## src/rtl/clock_pkg.sv

```systemverilog
// Shared types and helpers for the HH:MM clock set controller.
package clock_pkg;

  typedef enum logic [1:0] {
    RUN      = 2'b00,
    SET_HOUR = 2'b01,
    SET_MIN  = 2'b10
  } mode_t;

  localparam logic [3:0] BLANK_HOUR = 4'b1100;
  localparam logic [3:0] BLANK_MIN  = 4'b0011;

  // Clock cycles per millisecond.
  function automatic int MS_DIV(input int clk_hz);
    return clk_hz / 1000;
  endfunction

  // Digits belonging to the field being edited in a given mode.
  function automatic logic [3:0] field_mask(input mode_t m);
    case (m)
      SET_HOUR: return BLANK_HOUR;
      SET_MIN:  return BLANK_MIN;
      default:  return 4'b0000;
    endcase
  endfunction

endpackage

```

## src/rtl/clock_set_ctrl_if.sv

```systemverilog
// Button inputs and datapath/display controls of the clock set controller.
interface clock_set_ctrl_if;
  logic       btn_mode;
  logic       btn_up;
  logic       btn_down;
  logic       clk_enable;
  logic       hour_inc;
  logic       hour_dec;
  logic       min_inc;
  logic       min_dec;
  logic [3:0] blank;
  logic [1:0] mode_state;

  // Button/debouncer side drives the buttons and observes the controls.
  modport master (
    output btn_mode, btn_up, btn_down,
    input  clk_enable, hour_inc, hour_dec, min_inc, min_dec, blank, mode_state
  );

  // Controller side.
  modport slave (
    input  btn_mode, btn_up, btn_down,
    output clk_enable, hour_inc, hour_dec, min_inc, min_dec, blank, mode_state
  );
endinterface

```

## src/rtl/ms_tick_gen.sv

```systemverilog
// Prescaler: one-cycle tick every DIV clocks (constant high when DIV == 1).
module ms_tick_gen #(
  parameter int DIV = 50000
) (
  input  logic clk,
  input  logic rst_n,
  output logic tick
);
  localparam int W = (DIV > 1) ? $clog2(DIV) : 1;

  logic [W-1:0] cnt;

  assign tick = (cnt == W'(DIV - 1));

  // Count 0..DIV-1 and wrap on the tick.
  always_ff @(posedge clk or negedge rst_n) begin
    if (!rst_n)    cnt <= '0;
    else if (tick) cnt <= '0;
    else           cnt <= cnt + W'(1);
  end
endmodule

```

## src/rtl/clock_set_ctrl.sv

```systemverilog
// Run/set mode controller for the HH:MM clock: buttons -> enable, adjust
// pulses and blink mask. Optional auto-repeat: CLOCK_SET_AUTO_REPEAT_EN.
module clock_set_ctrl
  import clock_pkg::*;
#(
  parameter int CLK_HZ     = 50000000,
  parameter int HOLD_MS    = 500,
  parameter int REPEAT_MS  = 100,
  parameter int BLINK_MS   = 250,
  parameter int TIMEOUT_MS = 10000
) (
  input  logic             clk,
  input  logic             rst_n,
  clock_set_ctrl_if.slave  bus
);
  localparam int IW = $clog2(TIMEOUT_MS + 1);
  localparam int BW = $clog2(BLINK_MS + 1);

  logic          tick_ms;
  mode_t         state, state_n;
  logic          prev_mode, prev_up, prev_down;
  logic          rise_mode, rise_up, rise_down;
  logic          both, any_high, in_set, timeout, adj_ok, up_ev, dn_ev;
  logic          inhibit, inhibit_n;
  logic [IW-1:0] idle, idle_n;
  logic [BW-1:0] blink_cnt, blink_cnt_n;
  logic          phase, phase_n;
  logic          fire, fire_dn, inc, dec;
  logic          clk_en_q, hour_inc_q, hour_dec_q, min_inc_q, min_dec_q;
  logic [3:0]    blank_q;

  ms_tick_gen #(.DIV(MS_DIV(CLK_HZ))) u_tick (
    .clk  (clk),
    .rst_n(rst_n),
    .tick (tick_ms)
  );

  assign rise_mode = bus.btn_mode & ~prev_mode;
  assign rise_up   = bus.btn_up   & ~prev_up;
  assign rise_down = bus.btn_down & ~prev_down;
  assign both      = bus.btn_up & bus.btn_down;
  assign any_high  = bus.btn_mode | bus.btn_up | bus.btn_down;
  assign in_set    = (state == SET_HOUR) || (state == SET_MIN);
  assign timeout   = in_set && (idle == IW'(TIMEOUT_MS));

  // Next mode, idle timer, up/down inhibit and single-press adjust events.
  always_comb begin
    state_n = state;
    case (state)
      RUN:      if (rise_mode) state_n = SET_HOUR;
      SET_HOUR: if (timeout) state_n = RUN; else if (rise_mode) state_n = SET_MIN;
      SET_MIN:  if (timeout || rise_mode) state_n = RUN;
      default:  state_n = RUN;
    endcase

    idle_n = idle;
    if (any_high)                                   idle_n = '0;
    else if (tick_ms && idle != IW'(TIMEOUT_MS))    idle_n = idle + IW'(1);

    // Both adjust buttons down locks out adjusting until both are released.
    inhibit_n = inhibit;
    if (both)                                 inhibit_n = 1'b1;
    else if (!bus.btn_up && !bus.btn_down)    inhibit_n = 1'b0;

    // Mode transitions (and timeouts) swallow a coincident adjust.
    adj_ok = in_set && (state_n == state) && !both && !inhibit;
    up_ev  = rise_up   & adj_ok;
    dn_ev  = rise_down & adj_ok;
  end

  // Blink phase restarts at 0 on every SET entry and only runs in SET.
  always_comb begin
    blink_cnt_n = blink_cnt;
    phase_n     = phase;
    if (state_n == RUN || state_n != state) begin
      blink_cnt_n = '0;
      phase_n     = 1'b0;
    end else if (tick_ms) begin
      if (blink_cnt == BW'(BLINK_MS - 1)) begin
        blink_cnt_n = '0;
        phase_n     = ~phase;
      end else begin
        blink_cnt_n = blink_cnt + BW'(1);
      end
    end
  end

`ifdef CLOCK_SET_AUTO_REPEAT_EN
  localparam int RMAX = (HOLD_MS > REPEAT_MS) ? HOLD_MS : REPEAT_MS;
  localparam int RW   = $clog2(RMAX + 1);

  logic          rep_arm, rep_arm_n, rep_dir, rep_dir_n, rep_run, rep_run_n;
  logic [RW-1:0] rep_cnt, rep_cnt_n, rep_tgt;

  // Hold timer then repeat timer for the button that produced the last press;
  // any release, dual press or mode change disarms it until a fresh rise.
  always_comb begin
    rep_arm_n = rep_arm;
    rep_dir_n = rep_dir;
    rep_run_n = rep_run;
    rep_cnt_n = rep_cnt;
    fire      = 1'b0;
    rep_tgt   = rep_run ? RW'(REPEAT_MS) : RW'(HOLD_MS);
    if (up_ev || dn_ev) begin
      rep_arm_n = 1'b1;
      rep_dir_n = dn_ev;
      rep_run_n = 1'b0;
      rep_cnt_n = '0;
    end else if (!rep_arm || both || state_n != state ||
                 (rep_dir ? !bus.btn_down : !bus.btn_up)) begin
      rep_arm_n = 1'b0;
      rep_run_n = 1'b0;
      rep_cnt_n = '0;
    end else if (tick_ms) begin
      if (rep_cnt + RW'(1) == rep_tgt) begin
        fire      = 1'b1;
        rep_run_n = 1'b1;
        rep_cnt_n = '0;
      end else begin
        rep_cnt_n = rep_cnt + RW'(1);
      end
    end
  end

  // Auto-repeat state.
  always_ff @(posedge clk or negedge rst_n) begin
    if (!rst_n) begin
      rep_arm <= 1'b0;
      rep_dir <= 1'b0;
      rep_run <= 1'b0;
      rep_cnt <= '0;
    end else begin
      rep_arm <= rep_arm_n;
      rep_dir <= rep_dir_n;
      rep_run <= rep_run_n;
      rep_cnt <= rep_cnt_n;
    end
  end

  assign fire_dn = rep_dir;
`else
  assign fire    = 1'b0;
  assign fire_dn = 1'b0;
`endif

  assign inc = up_ev | (fire & ~fire_dn);
  assign dec = dn_ev | (fire &  fire_dn);

  // Mode FSM, timers and all registered outputs.
  always_ff @(posedge clk or negedge rst_n) begin
    if (!rst_n) begin
      state      <= RUN;
      prev_mode  <= 1'b0;
      prev_up    <= 1'b0;
      prev_down  <= 1'b0;
      inhibit    <= 1'b0;
      idle       <= '0;
      blink_cnt  <= '0;
      phase      <= 1'b0;
      clk_en_q   <= 1'b1;
      hour_inc_q <= 1'b0;
      hour_dec_q <= 1'b0;
      min_inc_q  <= 1'b0;
      min_dec_q  <= 1'b0;
      blank_q    <= 4'b0000;
    end else begin
      state      <= state_n;
      prev_mode  <= bus.btn_mode;
      prev_up    <= bus.btn_up;
      prev_down  <= bus.btn_down;
      inhibit    <= inhibit_n;
      idle       <= idle_n;
      blink_cnt  <= blink_cnt_n;
      phase      <= phase_n;
      clk_en_q   <= (state_n == RUN);
      hour_inc_q <= inc & (state == SET_HOUR);
      hour_dec_q <= dec & (state == SET_HOUR);
      min_inc_q  <= inc & (state == SET_MIN);
      min_dec_q  <= dec & (state == SET_MIN);
      blank_q    <= (phase_n && !bus.btn_up && !bus.btn_down) ? field_mask(state_n) : 4'b0000;
    end
  end

  assign bus.clk_enable = clk_en_q;
  assign bus.hour_inc   = hour_inc_q;
  assign bus.hour_dec   = hour_dec_q;
  assign bus.min_inc    = min_inc_q;
  assign bus.min_dec    = min_dec_q;
  assign bus.blank      = blank_q;
  assign bus.mode_state = state;
endmodule

```

## src/flat_wrapper.sv

```systemverilog
// flat-port wrapper written by rule: the top's interface ports become plain ports
module clock_set_ctrl_flat import clock_pkg::*;
#(
  parameter int CLK_HZ     = 50000000,
  parameter int HOLD_MS    = 500,
  parameter int REPEAT_MS  = 100,
  parameter int BLINK_MS   = 250,
  parameter int TIMEOUT_MS = 10000
)
  (clk, rst_n, bus_btn_mode, bus_btn_up, bus_btn_down, bus_clk_enable, bus_hour_inc, bus_hour_dec, bus_min_inc, bus_min_dec, bus_blank, bus_mode_state);
  clock_set_ctrl_if bus_i ();
  input  logic clk;
  input  logic rst_n;
  input wire logic [$bits(bus_i.btn_mode)-1:0] bus_btn_mode;
  input wire logic [$bits(bus_i.btn_up)-1:0] bus_btn_up;
  input wire logic [$bits(bus_i.btn_down)-1:0] bus_btn_down;
  output wire logic [$bits(bus_i.clk_enable)-1:0] bus_clk_enable;
  output wire logic [$bits(bus_i.hour_inc)-1:0] bus_hour_inc;
  output wire logic [$bits(bus_i.hour_dec)-1:0] bus_hour_dec;
  output wire logic [$bits(bus_i.min_inc)-1:0] bus_min_inc;
  output wire logic [$bits(bus_i.min_dec)-1:0] bus_min_dec;
  output wire logic [$bits(bus_i.blank)-1:0] bus_blank;
  output wire logic [$bits(bus_i.mode_state)-1:0] bus_mode_state;
  assign bus_i.btn_mode = bus_btn_mode;
  assign bus_i.btn_up = bus_btn_up;
  assign bus_i.btn_down = bus_btn_down;
  assign bus_clk_enable = bus_i.clk_enable;
  assign bus_hour_inc = bus_i.hour_inc;
  assign bus_hour_dec = bus_i.hour_dec;
  assign bus_min_inc = bus_i.min_inc;
  assign bus_min_dec = bus_i.min_dec;
  assign bus_blank = bus_i.blank;
  assign bus_mode_state = bus_i.mode_state;
  clock_set_ctrl #(.CLK_HZ(CLK_HZ), .HOLD_MS(HOLD_MS), .REPEAT_MS(REPEAT_MS), .BLINK_MS(BLINK_MS), .TIMEOUT_MS(TIMEOUT_MS)) u_core (.clk(clk), .rst_n(rst_n), .bus(bus_i));
endmodule
```

## config.mk

```make
export PLATFORM = sky130hd
export DESIGN_NAME = clock_set_ctrl_flat
export DESIGN_NICKNAME = d
export VERILOG_FILES = /design/src/rtl/clock_pkg.sv /design/src/rtl/clock_set_ctrl_if.sv /design/src/rtl/ms_tick_gen.sv /design/src/rtl/clock_set_ctrl.sv /design/src/flat_wrapper.sv
export SDC_FILE = /design/constraint.sdc
export NUM_CORES = 1
export LEC_CHECK = 0
export ABC_AREA = 1
export CAP_MARGIN = 30
export CORE_ASPECT_RATIO = 0.9
export CORE_MARGIN = 5
export CORE_UTILIZATION = 25
export CTS_CLUSTER_SIZE = 25
export DETAILED_ROUTE_END_ITERATION = 16
export GPL_TIMING_DRIVEN = 0
export PLACE_DENSITY_LB_ADDON = 0.08
export SLEW_MARGIN = 10
export SYNTH_ARGS = -nofsm -noshare
export SYNTH_HDL_FRONTEND = slang
export SYNTH_SLANG_ARGS = --single-unit
```

## constraint.sdc

```tcl
create_clock -name clk -period 2.2 [get_ports clk]
set_input_delay 0.44 -clock clk [delete_from_list [all_inputs] [get_ports clk]]
set_output_delay 0.44 -clock clk [all_outputs]
set_load 0.01 [all_outputs]
```

# Yosys cells after proc, flatten, opt, wreduce, memory -nomap -nowiden
# Cells that the tools add are included.
op_classes:
  reduce_logical: 20
  n_bitwise: 16
  addsub: 3
  n_eq_ne: 10
  n_mux: 18
op_table:
  columns: ["operator", "n"]
  rows:
  - ["$mux W14", 2]
  - ["$mux W8", 3]
  - ["$add A16 B1 Y16 const B", 1]
  - ["$eq A16 B16 Y1 const B", 1]
  - ["$mux W16", 1]
  - ["$add A14 B1 Y14 const B", 1]
  - ["$eq A14 B14 Y1 const B", 1]
  - ["$ne A14 B14 Y1 const B", 1]
  - ["$and A1 B1 Y1", 10]
  - ["$add A8 B1 Y8 const B", 1]
  - ["$eq A8 B8 Y1 const B", 1]
  - ["$logic_and A1 B1 Y1", 8]
  - ["$mux W2", 4]
  - ["$pmux W4 S2", 1]
  - ["$pmux W2 S3", 1]
  - ["$reduce_bool A2 Y1", 3]
  - ["$mux W1", 5]
  - ["$eq A2 B1 Y1 const B", 2]
  - ["$eq A2 B2 Y1 const B", 2]
  - ["$logic_not A1 Y1", 4]
  - ["$logic_not A2 Y1", 2]
  - ["$mux W4", 1]
  - ["$not A1 Y1", 4]
  - ["$logic_or A1 B1 Y1", 3]
  - ["3 further kinds", 4]
totals:
  input_bits: 5
  regBits: 54
  wordCells: 82

# Depth between registers and ports, before layout
depth:
  word_depth: 12
  ltp_mapped: 13
  depth_no_buf: 13

# Cells and area by module
# A second synthesis with hierarchy kept.
hier_totals:
  cells_unflattened: 361
  area_unflattened_um2: 2892.8
modules_own_cells:
  columns: ["module", "area_each_um2", "n_inst", "cells_per_inst"]
  rows:
  - ["clock_set_ctrl", 2015.7, 1, 240]
  - ["ms_tick_gen", 877.1, 1, 121]

# Least setup slack after synthesis
# Ideal clock, no wire load.
synth_timing:
  path_type: "register to register"
  startpoint: "register u_core.idle[0]"
  endpoint: "register u_core.blink_cnt[2]"
  n_path_buf: 0
  t_arrival_ns: 1.631
  t_required_ns: 2.068
  synth_period_minus_slack_ns: 1.763
  path_stages_with_launch: 14
  setup_ns: 0.132
  slack_ns: 0.437
  path_cell_list: "dfrtp_1 > inv_1 > ha_1 > nand4_1 > nor2_1 > nand3_1 > nand3_1 > nand2_1 > nand2_1 > nand2_1 > nand2_1 > nor2_4 > nand2_2 > nor3_1"
synth_via:
  elab_chain_len: 8
  elab_cells_between_ends: 11
  cone_classes: "eq/ne: 2; mux: 4; reduce/logical: 5"
synth_lines:
  columns: ["element", "line", "rtl"]
  rows:
  - ["start, declared", "clock_set_ctrl.sv:25", "logic [IW-1:0] idle, idle_n;"]
  - ["start signal, assigned", "clock_set_ctrl.sv:172", "idle <= idle_n;"]
  - ["$eq A14 B14 Y1 (*)", "clock_set_ctrl.sv:44", "assign timeout = in_set && (idle == IW'(TIMEOUT_MS));"]
  - ["$logic_and A1 B1 Y1 (*)", "clock_set_ctrl.sv:44", null]
  - ["$logic_or A1 B1 Y1", "clock_set_ctrl.sv:52", "SET_MIN: if (timeout || rise_mode) state_n = RUN;"]
  - ["$mux W2", "clock_set_ctrl.sv:52", null]
  - ["$pmux W2 S3 (*)", "clock_set_ctrl.sv:49", "case (state)"]
  - ["$ne A2 B2 Y1 / $logic_not A2 Y1 (equally long branches)", "clock_set_ctrl.sv:75", "if (state_n == RUN || state_n != state) begin"]
  - ["$logic_or A1 B1 Y1 (*)", "clock_set_ctrl.sv:75", null]
  - ["$mux W8 / $reduce_bool A2 Y1 (equally long branches)", null, null]
  - ["end signal, assigned", "clock_set_ctrl.sv:173", "blink_cnt <= blink_cnt_n;"]
  - ["end, declared", "clock_set_ctrl.sv:26", "logic [BW-1:0] blink_cnt, blink_cnt_n;"]
# Every way passes the cells marked *; elsewhere a longest branch is shown, timed or not.
# A chain may end at the register's enable or synchronous reset.

# Worst setup path in the final report
layout_timing:
  startpoint: "register u_core.u_tick.cnt[0]"
  endpoint: "register u_core.blank_q[1] (netlist: u_core.bus.blank[1])"
layout_via:
  elab_chain_len: 6
layout_lines:
  columns: ["element", "line", "rtl"]
  rows:
  - ["start, declared", "ms_tick_gen.sv:11", "logic [W-1:0] cnt;"]
  - ["start signal, assigned", "ms_tick_gen.sv:19", "else cnt <= cnt + W'(1);"]
  - ["$eq A16 B16 Y1", "ms_tick_gen.sv:13", "assign tick = (cnt == W'(DIV - 1));"]
  - ["$mux W1", "clock_set_ctrl.sv:78", "end else if (tick_ms) begin"]
  - ["$mux W1", "clock_set_ctrl.sv:75", null]
  - ["$logic_and A1 B1 Y1 (2 in a row)", "clock_set_ctrl.sv:180", "blank_q <= (phase_n && !bus.btn_up && !bus.btn_down) ? field_mask(state_n) : 4'b0000;"]
  - ["$mux W4", "clock_set_ctrl.sv:180", null]
  - ["end signal, assigned", "clock_set_ctrl.sv:180", null]
  - ["end, declared", "clock_set_ctrl.sv:30", "logic [3:0] blank_q;"]
# No other way between the ends.

==> results.yml <==
global_routing:
  grt-ovfl-total: 0
  grt_usage_pct: 10.3
  grt_pass1_vias: 2327
  grt_pass1_wl_um: 11300
  grt_max_degree: 53
  grt_antenna_before_repair: 0
floorplan:
  core_um2: 10900
  die_h_um: 110
  dieArea_um2: 13400
  dieWidth_um: 122
  rows: 36
  io_pins: 16
  start_util_pct: 25.7
synthesis:
  synthFlopType: "dfrtp_1"
  ys_seq_area_share_pct: 46.5
  synthCells: 344
  netlist.area_leader.share_pct: 45.6
  yosysTopAreaCell: "dfrtp_1"
  synth.distinct_cells: 32
  syn-num-nets: 359
  synthArstFlopShare_pct: 100
  yosys_warnings: 0
  synth.top_cells.by_area: "dfrtp_1 46%, nand2_1 7.9%, inv_1 6.4%"
  synth.avg_cell_area_um2: 8.14
  ys_top_cells_by_count: "59 x nand2_1, 51 x dfrtp_1, 48 x inv_1"
  netlist_area_um2: 2800
  synth_edf_count: 0
  synth-seq-cells: 52
  post-synth-top-count-cell: "nand2_1"
timing:
  slew_headroom_pct: 54.6
  whs_ps: 191
  min_period_ps: 1950
  max_freq_mhz: 513
  fin_crit_sh_pct: 88.5
  tightest_slew_ps: 682
  rsz0062_at_grt: "no"
  setup_violations: 0
  slew_viol_final: 0
  finClkSkew_ps: 7.18
  hold_viol: 0
min_path:
  holdCritPathClass: "in2async"
clock_tree:
  cts_tree: "built"
  cts-root-buf: "clkbuf_16"
  clkSinkCount: 52
  numCtsBuffers: 5
  h-tree-depth: 2
  clk_latency_ps: 290
  max-clock-path-buffers: 2
  clkTransAtPathRegs_ps: 70
placed_design:
  port_buffers: 15
  placed_cell_area_um2: 3140
  routabilityCongestion: 0.799
  post-place-cells: 511
  dp_hpwl_um: 4490
final_layout:
  fill_cells: 1204
  fin_area_um2: 3320
  drive_gt1_share_pct: 9.76
  nets: 383
  n_antenna_cell: 0
  fin_cells: 521
  area_delta_synth_final_pct: 18.4
setup_path:
  cp-start-kind: "flop"
  critPathKind: "reg2reg"
  critPathSlowestCell: "dfrtp_1"
  crit_chain: "ha_1 -> nand2_2 -> nor2_4 -> inv_2 -> nor2_4 -> nand2_4 -> nor2_2 -> xor2_1 -> nand4_1 -> nor2_1"
  cp_slowest_stage_delay_ps: 380
  crit_path_frequent_cell: "nor2_4"
  cp_data_required_time_ps: 2420
  cp.arrival_ps: 2170
  reg2reg_depth: 10
  critPathCaptureType: "flop"
  path_max_fanout: 9
route:
  firstDrtPassIters: 6
  wl_um: 6360
  drc: 0
  drt_iter0_drc: 84
  ant_nets: 0
  wl_per_cell_um: 12.2
  post_drt_via_cell_ratio: 4.40
  via_count: 2294
pwr:
  peakVddDrop_mv: 0.466
  power_density_nw_per_um2: 725
  p_leak_nw: 1.44
run_status:
  status: "completed"
flow_run:
  cap_violations: 0
-- cell type report --
| type | instances | area, um^2 | share of cell area, % |
|---|---|---|---|
| Sequential cell | 52 | 1300 | 39.3 |
| Multi-Input combinational cell | 233 | 1270 | 38.4 |
| Inverter | 55 | 206 | 6.23 |
| Tap cell | 152 | 190 | 5.74 |
| Timing Repair Buffer | 17 | 163 | 4.91 |
| Clock buffer | 7 | 143 | 4.30 |
| Buffer | 4 | 30.0 | 0.906 |
| Clock inverter | 1 | 7.51 | 0.226 |
-- metal layers --
metal  wire (um)  share of wire (%)  track usage (%)
met5           0                  0                0
met4          66                1.0             3.51
met3         180                2.8             2.45
met2        2850                 45             15.8
met1        3270                 51             14.1
-- worst max-delay path: cells and delay by family (launching register included) --
family        cells  cell delay [ps]
simple gates      7              930
flops             1              380
fa+ha+maj         1              210
buf+inv           1               60
xor+xnor          1              280
-- registers in the layout, summed over array words and instances (netlist names) --
name,flops
u_core.phase,1
u_core.prev_up,1
u_core.bus.clk_enable,1
u_core.bus.hour_dec,1
u_core.prev_mode,1
u_core.bus.blank,2
u_core.bus.min_inc,1
u_core.prev_down,1
u_core.inhibit,1
u_core.bus.mode_state,2
u_core.bus.min_dec,1
u_core.u_tick.cnt,16
u_core.idle,14
u_core.bus.hour_inc,1
u_core.blink_cnt,8
-- through the flow --
step	TNS, ps	power, W	worst slack [ps]	utilization [%]
global route	0	0.00256	7.84	30.4
finish	0	0.00240	252	30.4
detailed placement	-383	0.00160	-90.6	28.8
global placement	-60420	0.00161	-1170	28.8
floorplan	0	0.00140	437	-
CTS	0	0.00243	48.9	30.2
-- report_power, final --
group | switching (W) | internal, W
registers | 0.0000352 | 0.000997
clock network | 0.000361 | 0.000455
logic | 0.000373 | 0.000184
-- worst paths after layout --
check | slack [ps] | endpoint | from
worst max register to register | 250 | u_core.bus.blank[1] | u_core.u_tick.cnt[0]
worst max-delay path | 250 | u_core.bus.blank[1] | u_core.u_tick.cnt[0]
min in group clk | 470 | u_core.u_tick.cnt[0] | u_core.u_tick.cnt[0]
max in group asynchronous | 1560 | u_core.prev_up | rst_n
worst min-delay path | 190 | u_core.u_tick.cnt[8] | rst_n
worst min register to register | 470 | u_core.u_tick.cnt[0] | u_core.u_tick.cnt[0]
-- cells by family (layout without fill, tap and decap cells) --
family | Yosys count | after routing | synth area share [%]
fa+ha+maj | 10 | 10 | 4.47
simple gates | 166 | 166 | 28.1
flops | 52 | 52 | 46.5
buf+inv | 59 | 84 | 8.44
compound gates | 47 | 47 | 9.29
xor+xnor | 10 | 10 | 3.13
-- placed cells by master (no fill, tap or decap), types with 2 or more instances in the layout --
cell type         n
nor2_2            6
inv_1            47
a21oi_1          18
nand2_4           2
nor3_1           17
clkdlybuf4s50_1  14
nand4_1          17
buf_4             5
nor4_1            4
o31ai_1           3
ha_1             10
clkbuf_16         5
xnor2_1           2
nand3_1          21
nor2_4            3
o21ai_0          21
nor2_1           33
nand2_1          59
inv_2             7
xor2_1            8
dfrtp_1          51
clkbuf_1          2
-- what timing repair did --
item	4_1_cts	5_1_grt
setup endpoints to repair	0	16
hold buffers	0	0
buffers inserted	0	2
resized for setup	0	5
No activity file was read; power rests on OpenSTA's default activity.
==> RTL change: new RTL, config.mk and constraints unchanged <==
The option `CLOCK_SET_AUTO_REPEAT_EN` is turned on by a define.
--- a/src/rtl/clock_set_ctrl.sv
+++ b/src/rtl/clock_set_ctrl.sv
@@ -1,5 +1,7 @@
 // Run/set mode controller for the HH:MM clock: buttons -> enable, adjust
 // pulses and blink mask. Optional auto-repeat: CLOCK_SET_AUTO_REPEAT_EN.
+`define CLOCK_SET_AUTO_REPEAT_EN
+
 module clock_set_ctrl
   import clock_pkg::*;
 #(
Function: same outputs for any inputs over 10 cycles, from zero or initial values and one cycle with rst_n low; that may be too few to reach the edited logic, so the function may still have changed.
==> RTL change against the original RTL <==
- design area grew 45%
- power increased by 51%
- synthesized cell count grew 34%
- fmax fell by 7.9%
- global-route usage increased by 0.64 points
- area after synthesis is 30% higher
- clock skew is 0.0018 ns higher
- wire length grew 44%
- setup slack lost 0.17 ns
- clock power increased by 61%
- sequential cell count is 12 higher
- critical endpoint is now u_core.rep_cnt[0]$_DFFE_PN0P_
==> RTL change: results (changes against the original RTL) <==
outcome:
  status: "finished, final reports clean"  # unchanged
setup_path:
  timing.rr.start: "u_core.bus.mode_state[1]$_DFF_PN0_"  # was u_core.u_tick.cnt[0]$_DFF_PN0_
  reg2reg_depth: 14  # was 10
  path_max_fanout: 10  # was 9
  slowest_delay_ns: 0.40  # was 0.38 ns
  critPathArrivalTime_ns: 2.33  # was 2.17 ns
  r2r-end: "u_core.rep_cnt[0]$_DFFE_PN0P_"  # was u_core.bus.blank[1]$_DFF_PN0_
place:
  place_hpwl_mm: 6.15  # was 4.49 mm
  dp_slack_ns: -0.415  # was -0.0906 ns
synth:
  syn_area_per_cell_um2: 7.90  # was 8.14 um2
  synth_common_cells: "nand2_1 (87), inv_1 (69), dfrtp_1 (63), nor2_1 (44), nand3_1 (36)"  # was nand2_1 (59), dfrtp_1 (51), inv_1 (48), nor2_1 (36)
power:
  p_total_mw: 3.62  # was 2.40 mW
  leakagePower_nw: 2.13  # was 1.44 nW
  powerClk_mw: 1.31  # was 0.815 mW
grt:
  met2_usage_pct: 16.1  # was 15.8%
  grt_max_degree: 44  # was 53
  track_usage_pct: 10.9  # was 10.3%
  grt_pass1_vias: 2974  # was 2327
sta:
  worstMarginPinSlew_ns: 0.500  # was 0.682 ns
  layout_min_cycle_time_ns: 2.12  # was 1.95 ns
  whs_ns: 0.0147  # was 0.191 ns
routing:
  first_pass_iters: 4  # was 6
  num_vias: 3204  # was 2294
layout:
  top_regs: "u_core.u_tick.cnt (16), u_core.idle (14), u_core.rep_cnt (9)"  # was u_core.u_tick.cnt (16), u_core.idle (14), u_core.blink_cnt (8)
cts:
  clk_latency_ns: 0.33  # was 0.29 ns
  cts_inserted_buffers: 9  # was 5
## RTL change: layout make-up
class / count / area, um2
fill: 1529 / 9350
multi-input combinational: 312 / 1890
sequential: 64 / 1610
timing repair buffer: 46 / 417
inverter: 74 / 294
clock buffer: 15 / 258
tap: 193 / 241
buffer: 10 / 100
clock inverter: 1 / 5.00
## RTL change: cell families (layout without fill, tap and decap cells)
logic type / Yosys count / in the layout / share of synthesized area (%)
buffers and inverters: 84 / 146 / 9.75
and+or+nand+nor: 233 / 233 / 30.9
xor gates and xnor gates: 12 / 12 / 2.89
AOI/OAI and AO/OA: 56 / 56 / 8.57
adders and majority gates: 11 / 11 / 3.79
DFF: 64 / 64 / 44.1
## RTL change: layer usage
metal	vias to the layer above	wire (um)
met5	-	0
met4	0	108
met3	11	269
met2	43	4180
met1	1525	4610
li1	1625	-
## RTL change: timing repair
action / 4_1_cts / 5_1_grt
buffers inserted: 2 / 26
resized for setup: 11 / 72
pin swaps: 1 / 20
endpoints found under the setup margin: 24 / 34
gates cloned: 1 / 0
